`src/rtl/ysyx_24100006_pc_unit.sv`:
```
// PC owner for a multicycle RV32 core: issues one fetch per instruction over valid/ready, then resolves the next PC on exe_valid.
// Redirect appears on out_pc with out_valid=1 one cycle after exe_valid; out_pc holds steady while out_ready is low.
module ysyx_24100006_pc_unit #(
  parameter int                XLEN     = 32,
  parameter logic [XLEN-1:0]   RESET_PC = 32'h8000_0000,
  parameter int                CNT_W    = 32
) (
  input  logic              clock,
  input  logic              reset,
  output logic              out_valid,
  input  logic              out_ready,
  output logic [XLEN-1:0]   out_pc,
  input  logic              exe_valid,
  input  logic [3:0]        skip_mode,
  input  logic [2:0]        br_funct3,
  input  logic [XLEN-1:0]   rs1_data,
  input  logic [XLEN-1:0]   rs2_data,
  input  logic [XLEN-1:0]   sext_imm,
  input  logic              trap_valid,
  input  logic              mret_valid,
  input  logic [XLEN-1:0]   mtvec,
  input  logic [XLEN-1:0]   mepc,
  output logic              misalign_valid,
  output logic [XLEN-1:0]   misalign_addr,
  output logic [CNT_W-1:0]  retire_cnt
);

  typedef enum logic [1:0] {
    S_IDLE,
    S_REQ,
    S_WAIT
  } state_t;

  localparam logic [XLEN-1:0]  PC_STEP = XLEN'(4);
  localparam logic [CNT_W-1:0] CNT_ONE = CNT_W'(1);

  state_t state;
  state_t state_next;
  logic   accept;

  logic [XLEN-1:0] pc_plus4;
  logic [XLEN-1:0] pc_rel;
  logic [XLEN-1:0] jalr_sum;
  logic [XLEN-1:0] trap_vec;
  logic [XLEN-1:0] target;
  logic [XLEN-1:0] pc_next;
  logic            br_taken;
  logic            jump;
  logic            target_bad;

  always_ff @(posedge clock or posedge reset) begin
    if (reset) begin
      state <= S_IDLE;
    end else begin
      state <= state_next;
    end
  end

  always_comb begin
    state_next = state;
    out_valid  = 1'b0;
    accept     = 1'b0;
    case (state)
      S_IDLE: state_next = S_REQ;
      S_REQ: begin
        out_valid = 1'b1;
        if (out_ready) state_next = S_WAIT;
      end
      S_WAIT: begin
        accept = exe_valid;
        if (exe_valid) state_next = S_REQ;
      end
      default: state_next = S_IDLE;
    endcase
  end

  always_comb begin
    pc_plus4 = out_pc + PC_STEP;
    pc_rel   = out_pc + sext_imm;
    jalr_sum = rs1_data + sext_imm;
    trap_vec = {mtvec[XLEN-1:2], 2'b00};

    br_taken = 1'b0;
    case (br_funct3)
      3'b000:  br_taken = (rs1_data == rs2_data);
      3'b001:  br_taken = (rs1_data != rs2_data);
      3'b100:  br_taken = ($signed(rs1_data) <  $signed(rs2_data));
      3'b101:  br_taken = ($signed(rs1_data) >= $signed(rs2_data));
      3'b110:  br_taken = (rs1_data <  rs2_data);
      3'b111:  br_taken = (rs1_data >= rs2_data);
      default: br_taken = 1'b0;
    endcase

    jump   = 1'b0;
    target = pc_rel;
    case (skip_mode)
      4'd1: jump = 1'b1;
      4'd2: begin
        jump   = 1'b1;
        target = {jalr_sum[XLEN-1:1], 1'b0};
      end
      4'd3:    jump = br_taken;
      default: jump = 1'b0;
    endcase

    // Traps and mret bypass the alignment check entirely.
    target_bad = 1'b0;
    pc_next    = pc_plus4;
    if (trap_valid) begin
      pc_next = trap_vec;
    end else if (mret_valid) begin
      pc_next = mepc;
    end else if (jump) begin
      target_bad = (target[1:0] != 2'b00);
      pc_next    = target_bad ? trap_vec : target;
    end
  end

  always_ff @(posedge clock or posedge reset) begin
    if (reset) begin
      out_pc         <= RESET_PC;
      misalign_valid <= 1'b0;
      misalign_addr  <= '0;
      retire_cnt     <= '0;
    end else begin
      misalign_valid <= 1'b0;
      if (accept) begin
        out_pc         <= pc_next;
        retire_cnt     <= retire_cnt + CNT_ONE;
        misalign_valid <= target_bad;
        if (target_bad) misalign_addr <= target;
      end
    end
  end

endmodule

```
`config.mk`:
```
export PLATFORM = sky130hd
export DESIGN_NAME = ysyx_24100006_pc_unit
export DESIGN_NICKNAME = d
export VERILOG_FILES = /design/src/rtl/ysyx_24100006_pc_unit.sv
export SDC_FILE = /design/constraint.sdc
export NUM_CORES = 1
export LEC_CHECK = 0
export CAP_MARGIN = 10
export CORE_ASPECT_RATIO = 2
export CORE_MARGIN = 3
export CORE_UTILIZATION = 40
export DETAILED_ROUTE_END_ITERATION = 6
export PLACE_DENSITY = 0.71
export SLEW_MARGIN = 20
export SYNTH_ARGS = -nofsm -noshare
export SYNTH_HDL_FRONTEND = slang
export SYNTH_SLANG_ARGS = --single-unit
```
`constraint.sdc`:
```
create_clock -name clock -period 2.75 [get_ports clock]
set_input_delay 0.4125 -clock clock [delete_from_list [all_inputs] [get_ports clock]]
set_output_delay 0.4125 -clock clock [all_outputs]
set_load 0.02 [all_outputs]
```
==> results.cfg, run 1 <==
[drt]
top_layer_used = met4
via_per_inst = 5.887
via_count = 12920
wirelength_um = 48690
post_drt_wl_per_cell_um = 22.18
drt-pass1-iter-count = 5
met2_length_um = 24420
routed-wl-met3_um = 3081
drt-initial-drc-count = 1160
drtAntennaViolNets = 0
drc = 0
wl_met1_um = 15800

[timing]
period_minus_slack_ns = 3.266
slew_viol_final = 0
period_share = 1.188
slew_headroom = 0.4555
final-setup-viol-count = 65
rsz0062_at_grt = yes
hold_viol = 0
timing.hold.ws_ns = 0.4856
worst_pin_slew_ns = 0.8151
fmax_ghz = 0.3061
skew_ns = 0.01829
fin_ws_ns = -0.5165

[floorplan]
coreArea_sq_um = 24120
die_area_sq_um = 26840
die_h_um = 228.7
rows = 80
num_io_pins = 271
initial_core_util = 0.4113
die_w_um = 117.4

[yosys]
syn-num-nets = 1498
async_flop_share = 1.000
synth_edf_count = 0
syn_inst = 1228
yosys_warnings = 0
avgSynthCellArea_sq_um = 8.079
yosysUniqueCellTypes = 82
synth-seq-cells = 99
ys_seq_area_frac = 0.2498
synth_flop_cell = dfrtp_1
syn-cell-area_sq_um = 9921

[layout]
nFillCells = 1692
final_core_util = 0.7482
seq_area_sq_um = 2486
drive_above_1_share = 0.3835
final_cell_mix = buf_4 (341), clkdlybuf4s50_1 (183), nand2_1 (119), dfrtp_1 (92), nor2_1 (84)
final_area_sq_um = 18050
layout_commonest_cell = buf_4
nets = 2127
multi_input_area_sq_um = 8561
area_growth_pct = 81.94

[global_route]
antenna_found_initial = 5
grt_max_degree = 39
overflow = 0
grt_pass1_vias = 13380
grt_util_all_layers = 0.3328
grt_pass1_wl_um = 70740

[cts]
ctsHtreeMaxLevel = 3
cts_tree = done
clk-insertion-delay-late_ns = 0.36
clk_path_buf_depth = 2
clk_pin_slew_worst_paths_ns = 0.07
clockRootBuffer = clkbuf_16
cts_made_buffers = 9
cts_hold_buf = 0
clock_sinks = 99

[power]
powerDensity_nw_per_um2 = 759.8
max-vdd-ir-drop_v = 0.0004433
leakage_nw = 7.931

[outcome]
status = complete, but fails checks
violations = negative setup slack

[setup_path]
crit_type = input port to register
crit_fanout = 5
start_kind = input port
cp.required_ns = 3.04
crit_chain = buf_2 -> inv_2 -> ha_4 -> buf_4 -> a21oi_2 -> buf_4 -> a21oi_4 -> o311a_4 -> nor3_4 -> mux2i_1 -> o211ai_1 -> o21a_4 -> buf_6 -> buf_16 -> or4b_4 -> a21oi_2 -> a211o_1
critPathArrivalTime_ns = 3.56
end_kind = register
crit_path_max_incr_delay_ns = 0.48
crit_slowest_cell = or4b_4

[place]
port_buffers = 268
postPlaceCellArea_sq_um = 15790
dp_hpwl_um = 35680
gp_congestion = 1.079
place_ws_ns = -1.537

[worst_hold_path]
hold_class = input port to asynchronous set/reset pin

[job]
max_cap_viol_count = 0
==> state kept, by name (all words and copies together), names as in the netlist <==
name and flops:
misalign_addr 32, out_pc 32, retire_cnt 32, state 2, misalign_valid 1
==> cells by family after synthesis <==
group | count (synthesis) | synth area share
fa+ha+maj | 97 | 0.1238
buf+inv | 109 | 0.04527
compound gates | 381 | 0.2482
xor+xnor | 103 | 0.09232
mux | 38 | 0.04616
flops | 99 | 0.2498
simple gates | 401 | 0.1944
==> cell type report <==
type	count	area share
antenna	5	0.0006932
clock buffer	9	0.01248
clock inverter	7	0.005684
inverter	61	0.01525
multi-input combinational	1020	0.4743
sequential	99	0.1377
tap	328	0.02274
timing repair buffer	666	0.3311
==> critical path: cells and delay by family <==
| family | cells | cell delay (ns) |
|---|---|---|
| AO/OA/AOI/OAI | 7 | 1.30 |
| multiplexers | 1 | 0.21 |
| adder cells (fa/ha/maj) | 1 | 0.20 |
| AND/OR/NAND/NOR | 2 | 0.71 |
| buffers and inverters | 6 | 0.72 |
==> layer usage <==
layer / GRT usage / up-vias
li1: - / 5813
met1: 0.3217 / 6045
met2: 0.5989 / 772
met3: 0.04482 / 292
met4: 0.3131 / 0
met5: 0 / -
==> worst paths after layout <==
kind	from	end	slack, ns	cells past startpoint
max in group asynchronous	reset	retire_cnt[6]	1.58	3
hold reg to reg	retire_cnt[21]	retire_cnt[21]	0.49	1
setup reg to reg	out_pc[0]	misalign_addr[30]	-0.44	15
min in group clock	retire_cnt[21]	retire_cnt[21]	0.49	1
hold / removal	reset	retire_cnt[30]	0.49	2
setup / recovery	rs2_data[3]	out_pc[14]	-0.52	17
==> power by group <==
group          total, W  switching (W)  internal [W]  leakage, nW
Clock           0.00140       0.000663      0.000741        0.160
Combinational    0.0101        0.00519       0.00487         6.49
Sequential      0.00226       0.000435       0.00182         1.28
Total            0.0137        0.00628       0.00743         7.93
==> cells in the mapped netlist (all sizes together) (3+ instances only) <==
cell,number,area share
a2111oi,4,0.0042
a211o,5,0.0044
a211oi,17,0.013
a21boi,3,0.0023
a21o,15,0.011
a21oi,109,0.056
a221o,5,0.0050
a221oi,14,0.012
a22o,3,0.0026
a22oi,9,0.0068
a31oi,19,0.012
a41oi,5,0.0044
and2,6,0.0038
and3,18,0.011
and4,5,0.0044
buf,11,0.0082
clkbuf,37,0.014
dfrtp,98,0.25
ha,95,0.12
inv,60,0.023
mux2,20,0.028
mux2i,18,0.018
nand2,129,0.049
nand2b,14,0.0088
nand3,40,0.021
nand3b,3,0.0023
nand4,28,0.018
nor2,91,0.034
nor2b,6,0.0038
nor3,27,0.014
nor3b,3,0.0023
nor4,6,0.0038
o2111ai,3,0.0026
o211ai,30,0.023
o21a,5,0.0039
o21ai,91,0.046
o21bai,8,0.0061
o221ai,5,0.0044
o22ai,4,0.0025
o31ai,6,0.0059
or2,9,0.0057
or3,10,0.0063
xnor2,57,0.050
xor2,45,0.040
==> metrics by stage <==
stage | setup TNS, ns | power [W] | cells
after CTS | -19.83 | 0.01297 | 2173
after global routing | -30.05 | 0.01438 | 2195
final | -23.07 | 0.01371 | 2195
after global placement | -73.95 | 0.01063 | 2117
after floorplan | -2.457 | 0.006263 | 1228
after detailed placement | -81.86 | 0.01076 | 2117
==> what timing repair did <==
item | in CTS | in global routing
setup buffers | 37 | 25
pin swaps | 113 | 91
endpoints found under the setup margin | 65 | 67
gates cloned | 6 | 2
resized for setup | 397 | 136
hold endpoints to repair | 0 | 0
Note: power is estimated with default switching activity, not from simulation.
==> run 2: changes to the inputs <==
--- a/config.mk
+++ b/config.mk
@@ -11,6 +11,7 @@
 export CORE_UTILIZATION = 40
 export DETAILED_ROUTE_END_ITERATION = 6
 export PLACE_DENSITY = 0.71
+export REMOVE_ABC_BUFFERS = 1
 export SLEW_MARGIN = 20
 export SYNTH_ARGS = -nofsm -noshare
 export SYNTH_HDL_FRONTEND = slang
==> results.cfg, run 2 (synthesis gave the netlist of run 1 again) <==
[cts]
cts_hold_buf = 0
cts_made_buffers = 9
ctsHtreeMaxLevel = 3
cts_tree = done
clockRootBuffer = clkbuf_16
clock_sinks = 99
clk-insertion-delay-late_ns = 0.37
clk_pin_slew_worst_paths_ns = 0.09
clk_path_buf_depth = 2

[drt]
drc = 0
drt-initial-drc-count = 877
post_drt_wl_per_cell_um = 21.71
via_count = 12900
drt-pass1-iter-count = 6
via_per_inst = 5.869
drtAntennaViolNets = 0
wirelength_um = 47720

[global_route]
grt_pass1_wl_um = 72530
antenna_found_initial = 3
grt_pass1_vias = 13710
grt_util_all_layers = 0.3401
grt_max_degree = 42
overflow = 0

[timing]
final-setup-viol-count = 64
fin_ws_ns = -0.3360
hold_viol = 0
rsz0062_at_grt = yes
fmax_ghz = 0.3240
period_minus_slack_ns = 3.086
slew_viol_final = 0
period_share = 1.122
tns_ns = -13.51
worst_pin_slew_ns = 1.226
skew_ns = 0.01483
slew_headroom = 0.1813

[outcome]
violations = negative setup slack
status = complete, but fails checks

[layout]
final_cell_mix = buf_4 (363), clkdlybuf4s50_1 (181), nand2_1 (113), dfrtp_1 (93), nor2_1 (83)
layout_commonest_cell = buf_4
reg.largest.list = misalign_addr x32, out_pc x32, retire_cnt x32
area_growth_pct = 80.29
nets = 2132
seq_area_sq_um = 2485
nFillCells = 1760
multi_input_area_sq_um = 8762
drive_above_1_share = 0.4178

[floorplan]
coreArea_sq_um = 24120
num_io_pins = 271
die_h_um = 228.7
initial_core_util = 0.4113
die_area_sq_um = 26840
rows = 80
die_w_um = 117.4

[setup_path]
crit_slowest_cell = a2111o_1
crit_fanout = 7
crit_cells = 15
end_kind = register
start_kind = input port
crit_chain = buf_4 -> ha_4 -> nand4_1 -> buf_4 -> nor4_4 -> nand3_2 -> mux2_4 -> a2111o_1 -> nand2_1 -> o21a_4 -> buf_6 -> nand3_4 -> buf_12 -> buf_12 -> mux2_4
crit_path_max_incr_delay_ns = 0.35
crit_family = buffers and inverters
regToRegEndpoint = out_pc[18]
crit_type = input port to register
r2r_setup_slack_ns = -0.23
critPathBufInv = 5
critPathArrivalTime_ns = 3.33
rr_worst_depth = 13
cp.required_ns = 2.99
rr_startpoint = out_pc[5]

[power]
powerDensity_nw_per_um2 = 767.9
max-vdd-ir-drop_v = 0.0008113
leakage_nw = 7.857

[place]
port_buffers = 268
gp_congestion = 0.9804
dp_hpwl_um = 36140
place_ws_ns = -1.146

[job]
max_cap_viol_count = 0

[worst_hold_path]
hold_class = input port to asynchronous set/reset pin
## run 2: changes by cell type in the layout (fill, tap and decap cells not counted), moves of 8 or more
cell	change
buf_2	+30
ha_4	+12
buf_4	+22
ha_1	-14
dlygate4sd2_1	-25
buf_12	-8
## run 2: power breakdown
part	internal [W]	total [W]	switching, W
Combinational	0.00494	0.0101	0.00516
Clock	0.000655	0.00133	0.000677
Sequential	0.00182	0.00230	0.000476
Total	0.00742	0.0137	0.00632
## run 2: area by class of cell
class	count	area share
antenna	3	0.0004197
clock inverter	7	0.004687
multi-input combinational	1020	0.4899
tap	328	0.02295
inverter	61	0.01350
clock buffer	9	0.01259
timing repair buffer	671	0.3170
sequential	99	0.1389
## run 2: worst max path at each step
stage / endpoint / slack [ns] / startpoint
after CTS: out_pc[18] / -0.27 / out_pc[0]
final: misalign_addr[12] / -0.34 / rs1_data[5]
after global routing: misalign_addr[15] / -0.40 / rs2_data[5]
after floorplan: misalign_addr[15] / -2.85 / skip_mode[2]
after detailed placement: out_pc[26] / -1.15 / sext_imm[0]
after global placement: out_pc[14] / -1.10 / rs1_data[1]
## run 2: per-layer routing
layer	vias to the layer above	track usage	wire, um
met1	6173	0.3252	15290
met3	258	0.03913	2332
met4	0	0.2981	4989
met5	-	0	0
met2	651	0.6319	25100
li1	5817	-	-
## run 2: repair_timing
item / 4_1_cts / 5_1_grt
gates cloned: 4 / 0
endpoints found under the setup margin: 65 / 67
buffers inserted: 43 / 17
pin swaps: 171 / 116
resized for setup: 536 / 139
## run 2: per-stage QoR
step	area (sq um)	instances	hold slack [ns]	power, W	util
after global placement	15500	2127	0.4603	0.01070	0.6426
after CTS	17380	2184	0.4567	0.01302	0.7206
after detailed placement	15500	2127	0.4706	0.01080	0.6426
after global routing	17890	2198	0.4985	0.01444	0.7414
after floorplan	9701	1180	0.4795	0.006098	-
final	17890	2198	0.4395	0.01373	0.7414
